File: src/rtl/inst_fetch_if.sv
// Fetch-unit bus bundle: imem request/response, PC redirect and decoder channel.
interface inst_fetch_if;
  logic        imem_req_valid;
  logic        imem_req_ready;
  logic [31:0] imem_req_addr;
  logic        imem_resp_valid;
  logic [31:0] imem_resp_data;
  logic        imem_resp_err;
  logic        redirect_valid;
  logic [31:0] redirect_pc;
  logic        inst_valid;
  logic        inst_ready;
  logic [31:0] inst;
  logic [31:0] inst_pc;
  logic        inst_fault;

  // Fetch unit side
  modport master (
    output imem_req_valid, imem_req_addr, inst_valid, inst, inst_pc, inst_fault,
    input  imem_req_ready, imem_resp_valid, imem_resp_data, imem_resp_err,
           redirect_valid, redirect_pc, inst_ready
  );

  // Memory / decoder / branch-logic side
  modport slave (
    input  imem_req_valid, imem_req_addr, inst_valid, inst, inst_pc, inst_fault,
    output imem_req_ready, imem_resp_valid, imem_resp_data, imem_resp_err,
           redirect_valid, redirect_pc, inst_ready
  );
endinterface

File: src/rtl/inst_fetch.sv
// Instruction fetch unit: owns the PC, issues one imem request at a time and
// hands each word to the decoder over valid/ready. Redirects squash any
// in-flight or held instruction; a late response after a redirect is dropped.
//
// state | meaning
// IDLE  | first cycle after reset, no request yet
// REQ   | request pc (or raise a misalignment fault without a request)
// WAIT  | request accepted, waiting for the single response
// OUT   | word held for the decoder until accepted
// HALT  | fault consumed, wait for a redirect
module inst_fetch #(
  parameter logic [31:0] RESET_PC = 32'h8000_0000,
  parameter logic [31:0] NOP_INST = 32'h0000_0013
) (
  input logic       clk,
  input logic       rst_n,
  inst_fetch_if.master bus
);

  typedef enum logic [2:0] {
    S_IDLE = 3'd0,
    S_REQ  = 3'd1,
    S_WAIT = 3'd2,
    S_OUT  = 3'd3,
    S_HALT = 3'd4
  } state_t;

  state_t      state_q, state_d;
  logic [31:0] pc_q, pc_d;
  logic        kill_q, kill_d;
  logic [31:0] inst_q, inst_d;
  logic [31:0] inst_pc_q, inst_pc_d;
  logic        fault_q, fault_d;

  logic        misaligned;
  logic        req_valid;
  logic        req_fire;

  // Request and decoder outputs are pure decodes of registered state
  assign misaligned = (pc_q[1:0] != 2'b00);
  assign req_valid  = (state_q == S_REQ) && !misaligned;
  assign req_fire   = req_valid && bus.imem_req_ready;

  assign bus.imem_req_valid = req_valid;
  assign bus.imem_req_addr  = pc_q;
  assign bus.inst_valid     = (state_q == S_OUT);
  assign bus.inst           = inst_q;
  assign bus.inst_pc        = inst_pc_q;
  assign bus.inst_fault     = fault_q;

  // State and datapath registers
  always_ff @(posedge clk or negedge rst_n) begin
    if (!rst_n) begin
      state_q   <= S_IDLE;
      pc_q      <= RESET_PC;
      kill_q    <= 1'b0;
      inst_q    <= NOP_INST;
      inst_pc_q <= RESET_PC;
      fault_q   <= 1'b0;
    end else begin
      state_q   <= state_d;
      pc_q      <= pc_d;
      kill_q    <= kill_d;
      inst_q    <= inst_d;
      inst_pc_q <= inst_pc_d;
      fault_q   <= fault_d;
    end
  end

  // Next-state logic; a redirect takes priority in every state
  always_comb begin
    state_d   = state_q;
    pc_d      = pc_q;
    kill_d    = kill_q;
    inst_d    = inst_q;
    inst_pc_d = inst_pc_q;
    fault_d   = fault_q;
    case (state_q)
      S_IDLE: begin
        if (bus.redirect_valid) pc_d = bus.redirect_pc;
        state_d = S_REQ;
      end
      S_REQ: begin
        if (bus.redirect_valid) begin
          pc_d = bus.redirect_pc;
          // The accepted request still gets a response; it must be dropped
          if (req_fire) begin
            kill_d  = 1'b1;
            state_d = S_WAIT;
          end
        end else if (misaligned) begin
          inst_d    = NOP_INST;
          inst_pc_d = pc_q;
          fault_d   = 1'b1;
          state_d   = S_OUT;
        end else if (req_fire) begin
          state_d = S_WAIT;
        end
      end
      S_WAIT: begin
        if (bus.redirect_valid) begin
          pc_d = bus.redirect_pc;
          if (bus.imem_resp_valid) begin
            kill_d  = 1'b0;
            state_d = S_REQ;
          end else begin
            kill_d = 1'b1;
          end
        end else if (bus.imem_resp_valid) begin
          if (kill_q) begin
            kill_d  = 1'b0;
            state_d = S_REQ;
          end else begin
            inst_d    = bus.imem_resp_err ? NOP_INST : bus.imem_resp_data;
            fault_d   = bus.imem_resp_err;
            inst_pc_d = pc_q;
            state_d   = S_OUT;
          end
        end
      end
      S_OUT: begin
        if (bus.redirect_valid) begin
          pc_d    = bus.redirect_pc;
          state_d = S_REQ;
        end else if (bus.inst_ready) begin
          if (fault_q) begin
            state_d = S_HALT;
          end else begin
            pc_d    = pc_q + 32'd4;
            state_d = S_REQ;
          end
        end
      end
      S_HALT: begin
        if (bus.redirect_valid) begin
          pc_d    = bus.redirect_pc;
          state_d = S_REQ;
        end
      end
      default: state_d = S_IDLE;
    endcase
  end

endmodule

File: src/flat_wrapper.sv
// flat-port wrapper written by rule: the top's interface ports become plain ports
module inst_fetch_flat 
#(
  parameter logic [31:0] RESET_PC = 32'h8000_0000,
  parameter logic [31:0] NOP_INST = 32'h0000_0013
)
  (clk, rst_n, bus_imem_req_valid, bus_imem_req_addr, bus_inst_valid, bus_inst, bus_inst_pc, bus_inst_fault, bus_imem_req_ready, bus_imem_resp_valid, bus_imem_resp_data, bus_imem_resp_err, bus_redirect_valid, bus_redirect_pc, bus_inst_ready);
  inst_fetch_if bus_i ();
  input logic clk;
  input logic rst_n;
  output wire logic [$bits(bus_i.imem_req_valid)-1:0] bus_imem_req_valid;
  output wire logic [$bits(bus_i.imem_req_addr)-1:0] bus_imem_req_addr;
  output wire logic [$bits(bus_i.inst_valid)-1:0] bus_inst_valid;
  output wire logic [$bits(bus_i.inst)-1:0] bus_inst;
  output wire logic [$bits(bus_i.inst_pc)-1:0] bus_inst_pc;
  output wire logic [$bits(bus_i.inst_fault)-1:0] bus_inst_fault;
  input wire logic [$bits(bus_i.imem_req_ready)-1:0] bus_imem_req_ready;
  input wire logic [$bits(bus_i.imem_resp_valid)-1:0] bus_imem_resp_valid;
  input wire logic [$bits(bus_i.imem_resp_data)-1:0] bus_imem_resp_data;
  input wire logic [$bits(bus_i.imem_resp_err)-1:0] bus_imem_resp_err;
  input wire logic [$bits(bus_i.redirect_valid)-1:0] bus_redirect_valid;
  input wire logic [$bits(bus_i.redirect_pc)-1:0] bus_redirect_pc;
  input wire logic [$bits(bus_i.inst_ready)-1:0] bus_inst_ready;
  assign bus_imem_req_valid = bus_i.imem_req_valid;
  assign bus_imem_req_addr = bus_i.imem_req_addr;
  assign bus_inst_valid = bus_i.inst_valid;
  assign bus_inst = bus_i.inst;
  assign bus_inst_pc = bus_i.inst_pc;
  assign bus_inst_fault = bus_i.inst_fault;
  assign bus_i.imem_req_ready = bus_imem_req_ready;
  assign bus_i.imem_resp_valid = bus_imem_resp_valid;
  assign bus_i.imem_resp_data = bus_imem_resp_data;
  assign bus_i.imem_resp_err = bus_imem_resp_err;
  assign bus_i.redirect_valid = bus_redirect_valid;
  assign bus_i.redirect_pc = bus_redirect_pc;
  assign bus_i.inst_ready = bus_inst_ready;
  inst_fetch #(.RESET_PC(RESET_PC), .NOP_INST(NOP_INST)) u_core (.clk(clk), .rst_n(rst_n), .bus(bus_i));
endmodule
File: config.mk
export PLATFORM = sky130hd
export DESIGN_NAME = inst_fetch_flat
export DESIGN_NICKNAME = d
export VERILOG_FILES = /design/src/rtl/inst_fetch_if.sv /design/src/rtl/inst_fetch.sv /design/src/flat_wrapper.sv
export SDC_FILE = /design/constraint.sdc
export NUM_CORES = 1
export LEC_CHECK = 0
export CORE_ASPECT_RATIO = 0.7
export CORE_MARGIN = 2
export CORE_UTILIZATION = 35
export DETAILED_ROUTE_END_ITERATION = 8
export MAX_ROUTING_LAYER = met4
export PLACE_DENSITY = 0.71
export SYNTH_ARGS = -nofsm -noshare
export SYNTH_HDL_FRONTEND = slang
export SYNTH_SLANG_ARGS = --single-unit
File: constraint.sdc
create_clock -name clk -period 5.8 [get_ports clk]
set_input_delay 1.16 -clock clk [delete_from_list [all_inputs] [get_ports clk]]
set_output_delay 1.16 -clock clk [all_outputs]
set_load 0.01 [all_outputs]
==> flow_summary.yaml, run 1 <==
route:
  wl_per_cell_um: 17.1
  finalWirelength_mm: 14.0
  drc_errors: 0
  vias: 4424
  drtPass1Iterations: 6
  drt-initial-drc-count: 338
  detail-route-antenna-nets: 0
  vias_per_cell: 5.39
global_route:
  grt_overflow: 0
  grt_pass1_vias: 4235
  antenna_found_initial: 0
  grt_usage_pct: 20.3
  grt_pass1_wl_mm: 22.1
  grt_max_degree: 64
clocking:
  h-tree-depth: 3
  clock-root-buffer: "clkbuf_16"
  cts_buffers: 9
  hold_buffers: 0
  cts.sinks: 101
  postCtsSetupBuffers: 0
  postCtsResizedCells: 0
  worstSkewPairLatency_ns: 0.35
  clkTransAtPathRegs_ns: 0.07
  cts_tree: "done"
  cts_max_path_buffers: 2
place:
  dp_cells: 805
  post-dp-hpwl_mm: 9.86
  dpl_cell_area_um2: 6480
  port_buffers: 169
  gp_congestion: 0.820
synthesis:
  synth-seq-cells: 101
  yosys_warnings: 0
  synth_fp_nets: 570
  async_flop_share_pct: 100
  yosys-top-cells-area: "dfrtp_1 (51%), nand2_1 (10%), a22o_1 (5.4%)"
  synth_cells: 498
  synth_most_common_cell: "nand2_1"
  synth_top_cell_by_area: "dfrtp_1"
  synth_edf_count: 0
  synth_area_um2: 4710
  ys_seq_area_share_pct: 53.8
  synth_top_area_share_pct: 51.0
  synthFlopType: "dfrtp_1"
  synth_cell_types: 52
  syn_avg_cell_area_um2: 9.46
  synthTopCellsByCount: "nand2_1 (129), dfrtp_1 (96), a22o_1 (29)"
setup_path:
  startpoint_type: "primary input"
  cp.required_ns: 6.05
  end_kind: "flip-flop"
  worstPathArrival_ns: 3.46
  worstSetupPathType: "primary input to flip-flop"
  path_max_fanout: 24
layout:
  syn_to_final_growth_pct: 43.1
  nNetsFinal: 722
  diodes: 0
  seq_area_um2: 2530
  final_cells: 821
  fill_cells: 1183
  fin_area_um2: 6740
  drive_gt1_share_pct: 4.27
  multi_input_comb_area_um2: 1990
die:
  core_um2: 13100
  die_x_um: 143
  ios: 170
  die_h_um: 101
  floorplan.die_area_um2: 14400
  std_cell_rows: 35
  start_util_pct: 35.9
sta:
  min_period_ns: 3.21
  setup_viol: 0
  worst_pin_slew_ns: 1.19
  finalHoldViolations: 0
  hold_slack_ns: 0.462
  clock.fmax_mhz: 312
  tns_ns: 0
  rsz0062_at_grt: "no"
  slew_viol_final: 0
  max-slew-margin-rel_pct: 20.5
  skew_ns: 0.0114
  fin_crit_sh_pct: 55.3
power_and_ir_drop:
  power_density_nw_per_um2: 458
  vdd_drop_max_mv: 0.172
  cellLeakagePower_nw: 2.84
min_path:
  hold_class: "flip-flop to flip-flop"
outcome:
  status: "completed"
job:
  drv_cap: 0
==> registers in the layout, summed over array words and instances, names as in the netlist <==
| name | flops |
|---|---|
| u_core.bus.inst | 32 |
| u_core.kill_q | 1 |
| u_core.bus.imem_req_addr | 32 |
| u_core.bus.inst_pc | 32 |
| u_core.state_q | 3 |
| u_core.bus.inst_fault | 1 |
==> cell families (layout without fill, tap and decap cells) <==
group / after synthesis / in the layout / synth area share (%)
AND/OR/NAND/NOR: 224 / 224 / 21.9
AO/OA/AOI/OAI: 132 / 132 / 19.9
flip-flops: 101 / 101 / 53.8
adder cells (fa/ha/maj): 1 / 1 / 0.266
buffers and inverters: 40 / 197 / 4.22
==> placed cells by master (no fill, tap or decap), types with 3 or more instances in the layout <==
cell             instances
o21ai_0                 23
inv_1                    8
a2bb2oi_1                4
and3_1                   4
nand3b_1                 4
clkdlybuf4s50_1        168
clkbuf_1                 5
o22ai_1                 10
a22oi_1                  8
a311oi_1                 3
o211ai_1                 6
nand4_1                  8
nand2b_1                 3
a22o_1                  29
a21oi_1                 26
dfstp_2                  5
nor3_1                   4
and4_1                   3
a31oi_1                  3
clkbuf_16                9
or3_1                    6
nand3_1                 19
nand2_1                129
buf_4                    5
nor2_1                  24
nor4_1                   4
or4_1                    3
dfrtp_1                 96
==> metal layers <==
| layer | share of wire, % | global-route usage [%] |
|---|---|---|
| met5 | 0 | - |
| met1 | 46 | 28.0 |
| met4 | 0.92 | 4.80 |
| met3 | 8.6 | 6.32 |
| met2 | 45 | 29.3 |
==> where the power goes <==
group | internal, mW | switching, mW | leakage, nW | total, mW
registers | 0.958 | 0.278 | 1.26 | 1.24
clock network | 0.293 | 0.260 | 0.117 | 0.553
logic | 0.678 | 0.619 | 1.46 | 1.30
==> worst paths after layout <==
| path | from | to | slack (ns) | depth (start not counted) |
|---|---|---|---|---|
| min | u_core.bus.inst_pc[31]$_DFFE_PN1P_ | u_core.bus.inst_pc[31]$_DFFE_PN1P_ | 0.46 | 2 |
| max in group asynchronous | rst_n | u_core.bus.inst_pc[23]$_DFFE_PN0P_ | 3.81 | 2 |
| min reg2reg | u_core.bus.inst_pc[31]$_DFFE_PN1P_ | u_core.bus.inst_pc[31]$_DFFE_PN1P_ | 0.46 | 2 |
| max | bus_redirect_valid | u_core.bus.imem_req_addr[26]$_DFFE_PN0P_ | 2.59 | 5 |
| min in group asynchronous | rst_n | u_core.bus.inst_pc[11]$_DFFE_PN0P_ | 0.79 | 1 |
| max reg2reg | u_core.state_q[1]$_DFFE_PN0P_ | u_core.bus.inst[19]$_DFFE_PN0P_ | 3.25 | 4 |
==> through the flow <==
stage	util [%]	total power [mW]	setup WS (ns)
after floorplan	-	1.82	3.28
after global placement	49.4	2.50	2.32
after detailed placement	49.4	2.54	2.28
after CTS	51.3	3.11	2.65
after global routing	51.3	3.29	2.42
final	51.3	3.09	2.59
==> critical path, cell delays in order <==
cell             delay (ns)
clkdlybuf4s50_1        0.75
a2bb2oi_2              1.01
or3_1                  0.20
o21ai_0                0.08
a311oi_1               0.24
==> final cells by class <==
type,instances,share of cell area [%]
Clock inverter,2,0.223
Inverter,8,0.445
Clock buffer,14,3.62
Tap cell,166,3.08
Timing Repair Buffer,173,25.5
Multi-Input combinational cell,357,29.6
Sequential cell,101,37.6
(Power assumes the default switching activity.)
==> run 2: changes to the inputs <==
clock period = 3 ns   (was 5.8 ns; I/O delays follow)
==> run 2 against run 1 <==
Die area did not move. Global-route usage rose by 0.48 points. Setup slack got worse by 2.0 ns. Routed wire length rose by 1.7%. Clock-buffer cell count did not move. Final cell count rose by 1.1%. First-iteration DRC count fell by 32%.
==> flow_summary.yaml, run 2 (synthesis results as in run 1) <==
place:
  preCtsSetupSlack_ns: 0.527
  post-dp-hpwl_mm: 10.0
  gp_congestion: 0.834
  port_buffers: 169
  dpl_cell_area_um2: 6560
layout:
  final_common_cell: "clkdlybuf4s50_1"
  fin_area_um2: 6870
  nNetsFinal: 730
  drive_gt1_share_pct: 5.88
  syn_to_final_growth_pct: 45.9
  final_cell_mix: "clkdlybuf4s50_1 (168), nand2_1 (129), dfrtp_1 (96)"
global_route:
  grt_max_degree: 62
  grt-busiest-layer: "met1"
  grt.met1_usage_pct: 29.0
  antenna_found_initial: 1
  grt_pass1_vias: 4238
  grt_util_met2_pct: 29.0
  grt_overflow: 0
  grt_usage_pct: 20.8
  use_met3_pct: 7.08
  grt_pass1_wl_mm: 22.7
die:
  floorplan.die_area_um2: 14400
  ios: 170
  die_h_um: 101
  core_um2: 13100
  std_cell_rows: 35
  start_util_pct: 35.9
  die_x_um: 143
route:
  detail-route-antenna-nets: 0
  finalWirelength_mm: 14.3
  drt-initial-drc-count: 230
  vias_per_cell: 5.34
  drtPass1Iterations: 5
  vias: 4431
  wl_per_cell_um: 17.2
  drc_errors: 0
sta:
  rsz0062_at_grt: "no"
  min_period_ns: 2.42
  worst_pin_slew_ns: 0.549
  skew_ns: 0.00898
  fin_crit_sh_pct: 80.6
  clock.fmax_mhz: 414
  finalHoldViolations: 0
  max-slew-margin-rel_pct: 63.4
  tns_ns: 0
  setup_viol: 0
  finalWorstSetupSlack_ns: 0.583
  slew_viol_final: 0
setup_path:
  path_max_fanout: 13
  end_kind: "output pin"
  reg2reg_slack_ns: 0.75
  startpoint_type: "flip-flop"
  cp.required_ns: 2.40
  rr_worst_depth: 5
  worstPathArrival_ns: 1.82
  worstSetupPathType: "flip-flop to output pin"
outcome:
  status: "completed"
clocking:
  clkTransAtPathRegs_ns: 0.07
  h-tree-depth: 3
  postCtsSetupBuffers: 0
  cts_buffers: 9
  cts.sinks: 101
  hold_buffers: 0
  cts_max_path_buffers: 2
  postCtsResizedCells: 0
  clock-root-buffer: "clkbuf_16"
  cts_tree: "done"
  worstSkewPairLatency_ns: 0.34
min_path:
  hold_class: "primary input to async pin"
power_and_ir_drop:
  power_density_nw_per_um2: 896
  power_mw: 6.16
  cellLeakagePower_nw: 2.92
  vdd_drop_max_mv: 0.362
job:
  drv_cap: 0
-- run 2: area by class of cell --
type                            instances  area [µm²]
Fill cell                            1191        6270
Clock inverter                          2        38.8
Sequential cell                       101        2530
Multi-Input combinational cell        357        1990
Inverter                                8        30.0
Clock buffer                           14         274
Antenna cell                            1        2.50
Timing Repair Buffer                  181        1790
Tap cell                              166         208
-- run 2: critical path, stage by stage (launching register included) --
cell	delay (ns)
dfrtp_1	0.51
nand2b_1	0.22
nor4_1	0.17
clkdlybuf4s50_1	0.58
-- run 2: metal layers --
| layer | vias to the layer above | wire length (µm) | part of all wire, % |
|---|---|---|---|
| met5 | - | 0 | 0 |
| met2 | 204 | 6130 | 43 |
| met1 | 2084 | 6570 | 46 |
| met4 | 0 | 255 | 1.8 |
| li1 | 2113 | - | - |
| met3 | 30 | 1320 | 9.2 |
-- run 2: where the power goes --
part | leakage [nW] | internal, mW | switching (mW)
Sequential | 1.26 | 1.85 | 0.537
Combinational | 1.51 | 1.33 | 1.21
Clock | 0.154 | 0.720 | 0.508
Total | 2.92 | 3.91 | 2.25
-- run 2: through the flow --
step / hold WS, ns / std cells / utilization [%]
2_1_floorplan: 0.304 / 498 / -
3_3_place_gp: 0.451 / 813 / 49.9
3_5_place_dp: 0.461 / 813 / 49.9
4_1_cts: 0.255 / 829 / 52.3
5_1_grt: 0.266 / 830 / 52.3
6_report: 0.237 / 830 / 52.3
-- run 2: final timing paths --
check,endpoint,start
setup / recovery,bus_imem_req_valid,u_core.state_q[2]$_DFFE_PN0P_
hold / removal,u_core.bus.inst_pc[10]$_DFFE_PN0P_,rst_n
setup reg to reg,u_core.bus.inst[12]$_DFFE_PN0P_,u_core.state_q[1]$_DFFE_PN0P_
hold reg to reg,u_core.bus.inst_pc[31]$_DFFE_PN1P_,u_core.bus.inst_pc[31]$_DFFE_PN1P_
max in group asynchronous,u_core.bus.inst[1]$_DFFE_PN1P_,rst_n
min in group clk,u_core.bus.inst_pc[31]$_DFFE_PN1P_,u_core.bus.inst_pc[31]$_DFFE_PN1P_
